`config.mk`:
```
export PLATFORM = sky130hd
export DESIGN_NAME = dut_mem_arbiter_flat
export DESIGN_NICKNAME = d
export VERILOG_FILES = /design/src/rtl/dut_mem_arbiter_if.sv /design/src/rtl/dut_mem_arbiter.sv /design/src/flat_wrapper.sv
export SDC_FILE = /design/constraint.sdc
export NUM_CORES = 1
export LEC_CHECK = 0
export ABC_AREA = 1
export BUFFER_PORTS_ARGS = -buffer_cell sky130_fd_sc_hd__buf_2
export CORE_AREA = 2 2 89 91
export DETAILED_ROUTE_END_ITERATION = 12
export DIE_AREA = 0 0 91 93
export PLACE_DENSITY = 0.81
export SLEW_MARGIN = 20
export SYNTH_ARGS = -nofsm -noshare
export SYNTH_HDL_FRONTEND = slang
export SYNTH_SLANG_ARGS = --single-unit
export TNS_END_PERCENT = 50
```
`constraint.sdc`:
```
create_clock -name clk -period 1.2 [get_ports clk]
set_input_delay 0.06 -clock clk [delete_from_list [all_inputs] [get_ports clk]]
set_output_delay 0.06 -clock clk [all_outputs]
set_load 0.02 [all_outputs]
```
`src/rtl/dut_mem_arbiter_if.sv`:
```
// Bus bundle between the two requesters, the arbiter and the dutMem port.
// slave = arbiter view, master = requester/memory environment view.
interface dut_mem_arbiter_if #(
  parameter int unsigned ADDR_WIDTH = 8,
  parameter int unsigned DATA_WIDTH = 16
);
  logic                  req0;
  logic                  req1;
  logic                  wr_rd0;
  logic                  wr_rd1;
  logic [ADDR_WIDTH-1:0] addr0;
  logic [ADDR_WIDTH-1:0] addr1;
  logic [DATA_WIDTH-1:0] wdata0;
  logic [DATA_WIDTH-1:0] wdata1;
  logic                  done0;
  logic                  done1;
  logic [DATA_WIDTH-1:0] rdata0;
  logic [DATA_WIDTH-1:0] rdata1;
  logic                  err0;
  logic                  err1;
  logic                  mem_sel;
  logic                  mem_wr_rd;
  logic [ADDR_WIDTH-1:0] mem_addr;
  logic [DATA_WIDTH-1:0] mem_wdata;
  logic [DATA_WIDTH-1:0] mem_rdata;
  logic                  mem_ready;

  modport slave (
    input  req0, req1, wr_rd0, wr_rd1, addr0, addr1, wdata0, wdata1,
    output done0, done1, rdata0, rdata1, err0, err1,
    output mem_sel, mem_wr_rd, mem_addr, mem_wdata,
    input  mem_rdata, mem_ready
  );

  modport master (
    output req0, req1, wr_rd0, wr_rd1, addr0, addr1, wdata0, wdata1,
    input  done0, done1, rdata0, rdata1, err0, err1,
    input  mem_sel, mem_wr_rd, mem_addr, mem_wdata,
    output mem_rdata, mem_ready
  );
endinterface

```
`src/rtl/dut_mem_arbiter.sv`:
```
// Two-requester round-robin arbiter sharing one dutMem port.
// Optional BUSY timeout enabled by defining DUT_MEM_ARB_TIMEOUT_EN.
module dut_mem_arbiter #(
  parameter int unsigned ADDR_WIDTH = 8,
  parameter int unsigned DATA_WIDTH = 16
`ifdef DUT_MEM_ARB_TIMEOUT_EN
  , parameter int unsigned TIMEOUT_CYCLES = 64
`endif
) (
  input logic              clk,
  input logic              reset_n,
  dut_mem_arbiter_if.slave bus
);

  typedef enum logic {IDLE, BUSY} state_t;

  state_t                state, state_nx;
  logic                  last_grant, last_grant_nx;
  logic                  owner, owner_nx;
  logic                  grant;
  logic                  sel, sel_nx;
  logic                  wr_rd, wr_rd_nx;
  logic [ADDR_WIDTH-1:0] addr, addr_nx;
  logic [DATA_WIDTH-1:0] wdata, wdata_nx;
  logic                  done0, done0_nx;
  logic                  done1, done1_nx;
  logic [DATA_WIDTH-1:0] rdata0, rdata0_nx;
  logic [DATA_WIDTH-1:0] rdata1, rdata1_nx;

`ifdef DUT_MEM_ARB_TIMEOUT_EN
  localparam int unsigned CNT_W = (TIMEOUT_CYCLES > 1) ? $clog2(TIMEOUT_CYCLES) : 1;
  logic [CNT_W-1:0]      cnt, cnt_nx;
  logic                  err0, err0_nx;
  logic                  err1, err1_nx;
`endif

  // State and registered outputs
  always_ff @(posedge clk or negedge reset_n) begin
    if (!reset_n) begin
      state      <= IDLE;
      last_grant <= 1'b1;
      owner      <= 1'b0;
      sel        <= 1'b0;
      wr_rd      <= 1'b0;
      addr       <= '0;
      wdata      <= '0;
      done0      <= 1'b0;
      done1      <= 1'b0;
      rdata0     <= '0;
      rdata1     <= '0;
`ifdef DUT_MEM_ARB_TIMEOUT_EN
      cnt        <= '0;
      err0       <= 1'b0;
      err1       <= 1'b0;
`endif
    end else begin
      state      <= state_nx;
      last_grant <= last_grant_nx;
      owner      <= owner_nx;
      sel        <= sel_nx;
      wr_rd      <= wr_rd_nx;
      addr       <= addr_nx;
      wdata      <= wdata_nx;
      done0      <= done0_nx;
      done1      <= done1_nx;
      rdata0     <= rdata0_nx;
      rdata1     <= rdata1_nx;
`ifdef DUT_MEM_ARB_TIMEOUT_EN
      cnt        <= cnt_nx;
      err0       <= err0_nx;
      err1       <= err1_nx;
`endif
    end
  end

  // Arbitration, command latch and completion
  always_comb begin
    state_nx      = state;
    last_grant_nx = last_grant;
    owner_nx      = owner;
    grant         = 1'b0;
    sel_nx        = sel;
    wr_rd_nx      = wr_rd;
    addr_nx       = addr;
    wdata_nx      = wdata;
    done0_nx      = 1'b0;
    done1_nx      = 1'b0;
    rdata0_nx     = rdata0;
    rdata1_nx     = rdata1;
`ifdef DUT_MEM_ARB_TIMEOUT_EN
    cnt_nx        = cnt;
    err0_nx       = 1'b0;
    err1_nx       = 1'b0;
`endif

    case (state)
      IDLE: begin
        if (bus.req0 || bus.req1) begin
          // Tie goes to the requester not served last
          grant     = (bus.req0 && bus.req1) ? ~last_grant : bus.req1;
          owner_nx  = grant;
          sel_nx    = 1'b1;
          wr_rd_nx  = grant ? bus.wr_rd1 : bus.wr_rd0;
          addr_nx   = grant ? bus.addr1  : bus.addr0;
          wdata_nx  = grant ? bus.wdata1 : bus.wdata0;
          state_nx  = BUSY;
`ifdef DUT_MEM_ARB_TIMEOUT_EN
          cnt_nx    = '0;
`endif
        end
      end
      BUSY: begin
        if (bus.mem_ready) begin
          sel_nx        = 1'b0;
          last_grant_nx = owner;
          state_nx      = IDLE;
          if (owner) begin
            done1_nx = 1'b1;
            if (!wr_rd) rdata1_nx = bus.mem_rdata;
          end else begin
            done0_nx = 1'b1;
            if (!wr_rd) rdata0_nx = bus.mem_rdata;
          end
        end
`ifdef DUT_MEM_ARB_TIMEOUT_EN
        else if (cnt == CNT_W'(TIMEOUT_CYCLES - 1)) begin
          sel_nx        = 1'b0;
          last_grant_nx = owner;
          state_nx      = IDLE;
          if (owner) begin
            done1_nx = 1'b1;
            err1_nx  = 1'b1;
          end else begin
            done0_nx = 1'b1;
            err0_nx  = 1'b1;
          end
        end else begin
          cnt_nx = cnt + CNT_W'(1);
        end
`endif
      end
      default: state_nx = IDLE;
    endcase
  end

  assign bus.mem_sel   = sel;
  assign bus.mem_wr_rd = wr_rd;
  assign bus.mem_addr  = addr;
  assign bus.mem_wdata = wdata;
  assign bus.done0     = done0;
  assign bus.done1     = done1;
  assign bus.rdata0    = rdata0;
  assign bus.rdata1    = rdata1;
`ifdef DUT_MEM_ARB_TIMEOUT_EN
  assign bus.err0      = err0;
  assign bus.err1      = err1;
`else
  assign bus.err0      = 1'b0;
  assign bus.err1      = 1'b0;
`endif

endmodule
```
`src/flat_wrapper.sv`:
```
// flat-port wrapper written by rule: the top's interface ports become plain ports
module dut_mem_arbiter_flat 
#(
  parameter int unsigned ADDR_WIDTH = 8,
  parameter int unsigned DATA_WIDTH = 16

)
  (clk, reset_n, bus_req0, bus_req1, bus_wr_rd0, bus_wr_rd1, bus_addr0, bus_addr1, bus_wdata0, bus_wdata1, bus_done0, bus_done1, bus_rdata0, bus_rdata1, bus_err0, bus_err1, bus_mem_sel, bus_mem_wr_rd, bus_mem_addr, bus_mem_wdata, bus_mem_rdata, bus_mem_ready);
  dut_mem_arbiter_if #(.ADDR_WIDTH(ADDR_WIDTH), .DATA_WIDTH(DATA_WIDTH)) bus_i ();
  input logic clk;
  input logic reset_n;
  input wire logic [$bits(bus_i.req0)-1:0] bus_req0;
  input wire logic [$bits(bus_i.req1)-1:0] bus_req1;
  input wire logic [$bits(bus_i.wr_rd0)-1:0] bus_wr_rd0;
  input wire logic [$bits(bus_i.wr_rd1)-1:0] bus_wr_rd1;
  input wire logic [$bits(bus_i.addr0)-1:0] bus_addr0;
  input wire logic [$bits(bus_i.addr1)-1:0] bus_addr1;
  input wire logic [$bits(bus_i.wdata0)-1:0] bus_wdata0;
  input wire logic [$bits(bus_i.wdata1)-1:0] bus_wdata1;
  output wire logic [$bits(bus_i.done0)-1:0] bus_done0;
  output wire logic [$bits(bus_i.done1)-1:0] bus_done1;
  output wire logic [$bits(bus_i.rdata0)-1:0] bus_rdata0;
  output wire logic [$bits(bus_i.rdata1)-1:0] bus_rdata1;
  output wire logic [$bits(bus_i.err0)-1:0] bus_err0;
  output wire logic [$bits(bus_i.err1)-1:0] bus_err1;
  output wire logic [$bits(bus_i.mem_sel)-1:0] bus_mem_sel;
  output wire logic [$bits(bus_i.mem_wr_rd)-1:0] bus_mem_wr_rd;
  output wire logic [$bits(bus_i.mem_addr)-1:0] bus_mem_addr;
  output wire logic [$bits(bus_i.mem_wdata)-1:0] bus_mem_wdata;
  input wire logic [$bits(bus_i.mem_rdata)-1:0] bus_mem_rdata;
  input wire logic [$bits(bus_i.mem_ready)-1:0] bus_mem_ready;
  assign bus_i.req0 = bus_req0;
  assign bus_i.req1 = bus_req1;
  assign bus_i.wr_rd0 = bus_wr_rd0;
  assign bus_i.wr_rd1 = bus_wr_rd1;
  assign bus_i.addr0 = bus_addr0;
  assign bus_i.addr1 = bus_addr1;
  assign bus_i.wdata0 = bus_wdata0;
  assign bus_i.wdata1 = bus_wdata1;
  assign bus_done0 = bus_i.done0;
  assign bus_done1 = bus_i.done1;
  assign bus_rdata0 = bus_i.rdata0;
  assign bus_rdata1 = bus_i.rdata1;
  assign bus_err0 = bus_i.err0;
  assign bus_err1 = bus_i.err1;
  assign bus_mem_sel = bus_i.mem_sel;
  assign bus_mem_wr_rd = bus_i.mem_wr_rd;
  assign bus_mem_addr = bus_i.mem_addr;
  assign bus_mem_wdata = bus_i.mem_wdata;
  assign bus_i.mem_rdata = bus_mem_rdata;
  assign bus_i.mem_ready = bus_mem_ready;
  dut_mem_arbiter #(.ADDR_WIDTH(ADDR_WIDTH), .DATA_WIDTH(DATA_WIDTH)) u_core (.clk(clk), .reset_n(reset_n), .bus(bus_i));
endmodule
```
==> results of run 1 <==
[through the flow]
stage                     worst slack (ns)  setup TNS [ns]
after global routing               -0.0274         -0.0805
after detailed placement            -0.107           -1.93
after CTS                           0.0455               0
final                               0.0443               0
after global placement             -0.0249          -0.238
after floorplan                     0.0193               0
[placed cells by master (no fill, tap or decap), drive strengths merged]
cell | netlist | final
inv | 70 | 70
diode | 0 | 1
nand2 | 115 | 115
clkbuf | 3 | 13
buf | 16 | 140
o21ai | 34 | 34
dlygate4sd3 | 0 | 16
dfrtp | 62 | 62
nand3 | 50 | 50
nor2 | 6 | 6
clkinv | 0 | 3
nand4 | 1 | 1
dfstp | 1 | 1
conb | 1 | 2
bufinv | 0 | 1
a21oi | 1 | 1
[path summary, 6_finish.rpt]
kind | endpoint | slack [ns] | depth (start not counted)
setup / recovery | u_core.bus.mem_wdata[9] | 0.04 | 6
hold / removal | u_core.bus.rdata0[13] | 0.01 | 3
setup reg to reg | u_core.bus.mem_wdata[9] | 0.04 | 6
hold reg to reg | u_core.bus.rdata0[8] | 0.48 | 2
max in group asynchronous | u_core.last_grant | 0.62 | 3
min in group asynchronous | u_core.bus.mem_addr[4] | 0.28 | 3
[cell families (layout without fill, tap and decap cells)]
logic type | Yosys count | in the layout | synth area share [%]
simple gates | 172 | 172 | 25.0
buf+inv | 89 | 243 | 13.3
flops | 63 | 63 | 53.5
compound gates | 35 | 35 | 8.10
other cells | 1 | 3 | 0.127
[layer usage]
layer	vias to the layer above	global-route usage, %	part of all wire, %
li1	1391	-	-
met1	1277	20.7	42
met2	83	31.3	51
met3	11	5.24	5.3
met4	0	6.44	1.4
met5	-	0	0
[worst max-delay path, stage by stage, from the launching register on]
cell and delay [ns]:
dfstp_2 0.56, nand2_4 0.08, nand2_8 0.10, clkbuf_16 0.15
nand2_1 0.05, nand3_1 0.07, nand2_1 0.05
[repair_timing]
action,CTS,global route
endpoints found under the setup margin,9,20
hold endpoints to repair,82,0
pin swaps,0,3
gates cloned,0,2
hold buffers,16,0
gates resized for setup,1,9
[sequential cells by signal, indices dropped and copies added, names as in the netlist]
register / cells
u_core.bus.mem_wdata: 16
u_core.bus.done1: 1
u_core.bus.mem_addr: 8
u_core.bus.mem_sel: 1
u_core.bus.rdata1: 16
u_core.bus.rdata0: 16
u_core.bus.done0: 1
u_core.state: 1
u_core.bus.mem_wr_rd: 1
u_core.last_grant: 1
u_core.owner: 1
[power groups by stage]
stage	clock (mW)	sequential (mW)	combinational (mW)
5_1_grt	1.97	3.46	3.72
3_5_place_dp	0	3.36	3.30
6_report	1.80	3.35	3.38
3_3_place_gp	0	3.34	3.22
4_1_cts	1.86	3.34	3.34
2_1_floorplan	0	4.30	1.10
[area by class of cell]
type | count | share of cell area [%]
Timing Repair Buffer | 158 | 24.1
Clock inverter | 4 | 1.07
Antenna cell | 1 | 0.0595
Tap cell | 102 | 3.03
Inverter | 70 | 6.24
Clock buffer | 11 | 3.60
Multi-Input combinational cell | 209 | 24.4
Sequential cell | 63 | 37.5
==> qor.csv, run 1 <==
metric;value;unit
status;complete, no violations;
Fillers;681;
placed insts;584;
share of the yosys chip area belonging to registers;53.5;%
global route total overflow;0;
measured slew at the worst slew-check pin;0.657;ns
Power Density;2030;nW/um^2
share of the synthesized area in the top cell type;52.6;%
Die Height;93;um
ratio of cells with drive above 1 in the final layout;36.7;%
CTS root buf;clkbuf_8;
Cells after Synth;360;
leakage power;2.50;nW
WL/cell;11.7;um
Via density;4.47;
HP Start;bus_mem_rdata[13];
Yosys cell types;21;
Reg clk slew, reported paths;0.07;ns
critical path startpoint;u_core.last_grant;
die area;8460;um^2
Slew HR;56.0;%
Crit Path Class;reg -> reg;
initial antenna violation count;1;
skew final;0.00732;ns
fin crit period;1.16;ns
CTS tree;yes;
Fin. Hold Viols;0;
min-delay worst type;in -> reg;
asr flop ratio synth;100;%
buffer count from post-CTS setup fixing;0;
Antenna Violating Nets Remaining;0;
top post-synthesis cells by count;nand2_1, inv_1, dfrtp_1, nand3_1, o21ai_2;
Final GP Congestion;0.761;
cell area after placement;3750;um^2
internal power;5.22;mW
final instance area;4210;um^2
Skew-Pair Late Insertion Delay;0.32;ns
Max clock buf depth;2;
sw frac;38.8;%
Multi-input gate area;1030;um^2
yosys synthesis warning count;0;
Detail Placement HPWL;5.00;mm
CP Capture Type;flop;
port bufs;130;
Synth-to-Final Area Change;42.7;%
core box area;7530;um^2
detailed-route DRC error count;0;
H-tree depth;3;
crit-path max FO;6;
Seq pwr share;39.3;%
Tot GR Track Use;17.8;%
routed wire length;7.23;mm
Initial DRC Count;129;
non-filler instance count after layout;618;
Min Hold Slack;0.0105;ns
first-pass detailed-route iteration total;4;
worst vdd ir;687;uV
chip width;91;um
first-pass GRT wire length;12.2;mm
register area;1580;um^2
initial core utilization;39.2;%
area of the mapped netlist;2950;um^2
Startpoint Class;flop;
Slew Viols, Final;0;
total chip power;8.53;mW
Sink Count;63;
r2r startpoint;u_core.last_grant;
WP data arrival;1.37;ns
Synth area leaders;dfrtp_1, nand2_1, inv_1;
Ports;133;
Main synth FF type;dfrtp_1;
number of synthesized flops with an enable pin;0;
fmax;865;MHz
RSZ-0062 raised after global routing;true;
Nets;582;
Site Rows;32;
Req. time, crit path;1.41;ns
largest net degree at the start of global routing;64;
post-synth top area cell;dfrtp_1;
Comb pwr share;39.6;%
post-synthesis area per instance;8.19;um^2
Clk pwr share;21.1;%
most frequent cell after synthesis;nand2_1;
Yosys reg bits;63;
CTS buffer count;9;
Finished Core Util;55.9;%
final period utilization;96.3;%
Sw Pwr;3.31;mW
Vias;2762;
Setup violations, final;0;
MaxCap Viol Count;0;
vias in the first global route;2820;
No activity file was read; power rests on OpenSTA's default activity.
==> inputs of run 2 (changes only) <==
--- a/config.mk
+++ b/config.mk
@@ -5,14 +5,13 @@
 export SDC_FILE = /design/constraint.sdc
 export NUM_CORES = 1
 export LEC_CHECK = 0
-export ABC_AREA = 1
+export ABC_AREA = 0
 export BUFFER_PORTS_ARGS = -buffer_cell sky130_fd_sc_hd__buf_2
-export CORE_AREA = 2 2 89 91
+export CORE_AREA = 2 2 84 86
 export DETAILED_ROUTE_END_ITERATION = 12
-export DIE_AREA = 0 0 91 93
-export PLACE_DENSITY = 0.81
+export DIE_AREA = 0 0 86 88
+export PLACE_DENSITY = 0.82
 export SLEW_MARGIN = 20
 export SYNTH_ARGS = -nofsm -noshare
 export SYNTH_HDL_FRONTEND = slang
 export SYNTH_SLANG_ARGS = --single-unit
-export TNS_END_PERCENT = 50
==> qor.csv, run 2 <==
metric;value;unit
Simple-Gate Fraction of Synth Area;12.0;%
Slowest cell on crit path;dfrtp_1;
Comb pwr share;45.6;%
CTS root buf;clkbuf_8;
WP data arrival;1.66;ns
detailed-route DRC error count;0;
routed wire length;10.2;mm
Reg clk slew, reported paths;0.08;ns
Die Height;88;um
Startpoint Class;flop;
r2r startpoint;u_core.owner;
min-delay worst type;in -> reg;
CP Capture Type;flop;
Finished Core Util;74.1;%
Nets;520;
commonest cells after routing, fill and taps aside;buf_2, dlygate4sd3_1, dfrtp_1, nand2_1, mux2_4;
Vias;2715;
share of the yosys chip area belonging to registers;60.7;%
share of the synthesized area in the top cell type;59.7;%
multiplexer share of the synthesized area;15.3;%
global route total overflow;0;
ratio of cells with drive above 1 in the final layout;54.2;%
most frequent cell after synthesis;dfrtp_1;
die area;7570;um^2
Tot GR Track Use;27.0;%
RSZ-0062 raised after global routing;true;
Multi-input gate area;1260;um^2
Yosys cell types;23;
leakage power;2.34;nW
failing checks;negative setup slack;
Detail Placement HPWL;4.79;mm
Synth Area in XOR/XNOR;0;%
Sw Pwr;3.67;mW
core box area;6640;um^2
Ports;133;
register area;1580;um^2
area of the mapped netlist;2600;um^2
Power Density;1920;nW/um^2
Synth-to-Final Area Change;89.4;%
Skew-Pair Late Insertion Delay;0.35;ns
post-synthesis area per instance;11.5;um^2
PnR worst setup slack;-0.238;ns
fmax;696;MHz
Setup violations, final;59;
worst vdd ir;732;uV
Initial DRC Count;111;
crit path to;u_core.bus.rdata1[10];
adder-cell share of the synthesized area;0;%
Crit Path Class;reg -> reg;
n_diodes;0;
first-pass detailed-route iteration total;6;
skew final;0.0126;ns
Yosys reg bits;63;
Hold Crit Depth;2;
fin crit period;1.44;ns
R2R depth;4;
crit-path max FO;16;
Max stage delay on crit path;0.40;ns
Req. time, crit path;1.42;ns
largest net degree at the start of global routing;64;
Final GP Congestion;0.808;
port bufs;130;
Fillers;429;
initial antenna violation count;0;
RR Endpoint;u_core.bus.rdata1[10];
Clk pwr share;18.0;%
H-tree depth;3;
critical path startpoint;u_core.owner;
setup TNS;-9.44;ns
Max clock buf depth;2;
internal power;5.78;mW
yosys synthesis warning count;0;
worst-path cell chain;inv_2, or3_4, buf_12, mux2_4;
pre-CTS setup slack;-0.229;ns
Antenna Violating Nets Remaining;0;
Fin. Hold Viols;0;
Site Rows;30;
Cells after Synth;225;
number of synthesized flops with an enable pin;0;
asr flop ratio synth;100;%
final instance area;4920;um^2
final period utilization;120;%
non-filler instance count after layout;534;
CTS buffer count;9;
vias in the first global route;2948;
status;complete, but fails checks;
commonest non-fill, non-tap cell in the layout;buf_2;
Seq pwr share;36.5;%
chip width;86;um
WL/cell;19.2;um
Synth Area in Compound Gates;8.23;%
R2R setup slack;-0.24;ns
top post-synthesis cells by count;dfrtp_1, nand2_1, nor2_1, a31oi_1, mux2_2;
total chip power;9.44;mW
post-synth top area cell;dfrtp_1;
Slew Viols, Final;0;
first-pass GRT wire length;15.3;mm
Sink Count;63;
initial core utilization;39.1;%
cell area after placement;3510;um^2
Min Hold Slack;0.0134;ns
sw frac;38.8;%
MaxCap Viol Count;0;
largest family of logic cells by synthesized area;multiplexers;
placed insts;434;
Via density;5.08;
CTS tree;yes;
Synth area leaders;dfrtp_1, mux2_2, nand2_1;
Main synth FF type;dfrtp_1;
==> run 2: changes by cell type in the layout (fill, tap and decap cells not counted), moves of 11 or more <==
cell	previous run	this run
a31oi_1	0	12
a31oi_4	0	12
buf_6	1	12
dlygate4sd3_1	16	67
inv_1	68	0
mux2_4	0	26
nand2_1	108	50
nand3_1	48	0
nor2_2	1	12
o21ai_1	16	0
o21ai_2	16	0
==> run 2: repair_timing <==
| item | 4_1_cts | 5_1_grt |
|---|---|---|
| hold endpoints to repair | 119 | 0 |
| hold buffers | 67 | 0 |
| gates cloned | 8 | 0 |
| setup endpoints to repair | 57 | 60 |
| buffers inserted | 17 | 1 |
| gates resized for setup | 47 | 31 |
| pin swaps | 4 | 3 |
==> run 2: kinds of logic (layout without fill, tap and decap cells) <==
kind of cell           Yosys count  count (layout)
other                            1               2
AO/OA/AOI/OAI                   32              32
multiplexers                    32              32
buffers and inverters           17             245
AND/OR/NAND/NOR                 80              80
flip-flops                      63              63
==> run 2: power by group through the flow <==
stage	logic (mW)	clock network, mW	registers (mW)
finish	4.30	1.70	3.44
global route	4.53	1.82	3.51
CTS	4.10	1.72	3.38
floorplan	1.18	0	4.32
detailed placement	3.44	0	3.38
global placement	3.34	0	3.35
==> run 2: layer usage <==
metal  track usage (%)  vias to the layer above  share of wire (%)
li1                  -                     1210                  -
met1              31.0                     1342                 38
met2              49.0                      142                 54
met3              6.31                       21                6.7
met4              10.1                        0                2.0
met5                 0                        -                  0
==> run 2: cell type report <==
class | count | area share, %
clock buffer | 10 | 2.80
sequential | 63 | 32.1
multi-input combinational | 146 | 25.7
timing repair buffer | 228 | 36.4
clock inverter | 6 | 0.941
tap | 80 | 2.03
inverter | 1 | 0.0763
==> run 2: worst max-delay path, delay by kind of cell (launching register included) <==
kind                   cells  cell delay (ns)
buffers and inverters      2             0.22
DFF                        1             0.40
muxes                      1             0.30
and+or+nand+nor            1             0.39
==> run 2: worst min path at each step <==
| stage | from | endpoint | slack (ns) |
|---|---|---|---|
| after floorplan | reset_n | u_core.bus.done0 | -0.24 |
| after global placement | reset_n | u_core.bus.rdata1[12] | 0.09 |
| after detailed placement | reset_n | u_core.bus.rdata1[12] | 0.1 |
| after CTS | bus_req1 | u_core.state | 0.01 |
| after global routing | bus_req0 | u_core.state | 0.01 |
| final | bus_req1 | u_core.state | 0.01 |
==> inputs of run 3 (changes only) <==
--- a/config.mk
+++ b/config.mk
@@ -11,6 +11,7 @@
 export DETAILED_ROUTE_END_ITERATION = 12
 export DIE_AREA = 0 0 86 88
 export PLACE_DENSITY = 0.82
+export REMOVE_ABC_BUFFERS = 1
 export SLEW_MARGIN = 20
 export SYNTH_ARGS = -nofsm -noshare
 export SYNTH_HDL_FRONTEND = slang
==> qor.csv, run 3 (synthesized netlist as in run 2, its figures left out) <==
metric;value;unit
Synth-to-Final Area Change;93.2;%
Finished Core Util;75.6;%
largest net degree at the start of global routing;64;
ratio of cells with drive above 1 in the final layout;57.8;%
first-pass GRT wire length;15.0;mm
final period utilization;122;%
Setup violations, final;58;
Slew Viols, Final;0;
MaxCap Viol Count;0;
Slowest cell on crit path;dfstp_2;
worst-path cell chain;buf_6, a21bo_4, buf_12, buf_16, nand2_2, a31oi_1;
routed wire length;10.6;mm
Die Height;88;um
min-delay worst type;in -> reg;
PnR worst setup slack;-0.267;ns
skew final;0.0124;ns
vias in the first global route;2998;
Final GP Congestion;0.737;
Tot GR Track Use;26.5;%
port bufs;130;
final instance area;5020;um^2
HP Start;bus_addr1[5];
failing checks;negative setup slack;
r2r startpoint;u_core.last_grant;
Skew-Pair Late Insertion Delay;0.33;ns
Startpoint Class;flop;
WP data arrival;1.70;ns
initial antenna violation count;0;
commonest non-fill, non-tap cell in the layout;buf_2;
first-pass detailed-route iteration total;5;
Initial DRC Count;129;
CP Capture Type;flop;
Antenna Violating Nets Remaining;0;
Detail Placement HPWL;4.21;mm
chip width;86;um
core box area;6640;um^2
Crit Path Class;reg -> reg;
worst vdd ir;845;uV
CTS buffer count;9;
crit-path max FO;6;
Via density;5.31;
commonest cells after routing, fill and taps aside;buf_2, dlygate4sd3_1, dfrtp_1, nand2_1, mux2_2;
fmax;682;MHz
register area;1580;um^2
Site Rows;30;
Sink Count;63;
Max stage delay on crit path;0.57;ns
Min Hold Slack;0.0398;ns
Req. time, crit path;1.44;ns
Multi-input gate area;1170;um^2
Vias;2878;
fin crit period;1.47;ns
CTS root buf;clkbuf_8;
detailed-route DRC error count;0;
CTS tree;yes;
Max clock buf depth;2;
RSZ-0062 raised after global routing;true;
Nets;528;
pre-CTS setup slack;-0.486;ns
leakage power;2.42;nW
H-tree depth;3;
Power Density;1960;nW/um^2
n_diodes;0;
Fillers;387;
WL/cell;19.5;um
Reg clk slew, reported paths;0.08;ns
Ports;133;
total chip power;9.83;mW
Fin. Hold Viols;0;
die area;7570;um^2
cell area after placement;3440;um^2
critical path startpoint;u_core.last_grant;
global route total overflow;0;
initial core utilization;39.1;%
status;complete, but fails checks;
-- run 3: cell count changes in the layout (fill, tap and decap cells not counted), sizes merged --
cell / delta
dlygate4sd3: -3
a21boi: +1
clkbuf: +5
clkinv: -1
bufinv: +2
clkinvlp: -5
buf: +9
-- run 3: area by class of cell --
cell class	count	area share [%]
clock buffer	14	3.64
multi-input combinational	147	23.4
timing repair buffer	235	38.3
tap	80	1.99
inverter	1	0.0748
clock inverter	2	1.20
sequential	63	31.4
-- run 3: worst max-delay path: cells and delay by family, from the launching register on --
family	cells	cell delay, ns
AOI/OAI and AO/OA	2	0.38
DFF	1	0.57
buffers and inverters	3	0.38
and+or+nand+nor	1	0.05
-- run 3: final timing paths --
| kind | endpoint | slack [ns] | depth (start not counted) |
|---|---|---|---|
| setup reg to reg | u_core.bus.mem_wdata[11] | -0.27 | 6 |
| hold / removal | u_core.bus.mem_addr[5] | 0.04 | 3 |
| setup / recovery | u_core.bus.mem_wdata[11] | -0.27 | 6 |
| max in group asynchronous | u_core.last_grant | 0.62 | 3 |
| min in group asynchronous | u_core.bus.rdata1[6] | 0.28 | 3 |
| hold reg to reg | u_core.bus.rdata0[0] | 0.50 | 1 |
-- run 3: stage by stage --
stage	instances	TNS [ns]
CTS	542	-9.30
floorplan	210	-26.05
finish	542	-10.78
global placement	435	-13.91
detailed placement	435	-15.90
global route	542	-13.08
-- run 3: timing repair --
action,CTS,global route
endpoints found under the hold margin,119,1
endpoints found under the setup margin,57,59
hold buffers,63,1
gates cloned,11,1
setup buffers,18,1
pin swaps,30,6
gates resized for setup,46,35
-- run 3: power breakdown --
group,switching [mW],internal [mW],leakage (nW)
Clock,0.826,1.40,0.123
Sequential,0.481,2.92,0.735
Combinational,2.23,1.98,1.56
Total,3.53,6.30,2.42
-- run 3: routing by layer --
metal | track usage (%) | up-vias | routed length, um
li1 | - | 1235 | -
met1 | 30.3 | 1360 | 3850
met2 | 45.9 | 232 | 5090
met3 | 6.50 | 51 | 1110
met4 | 14.6 | 0 | 545
met5 | 0 | - | 0
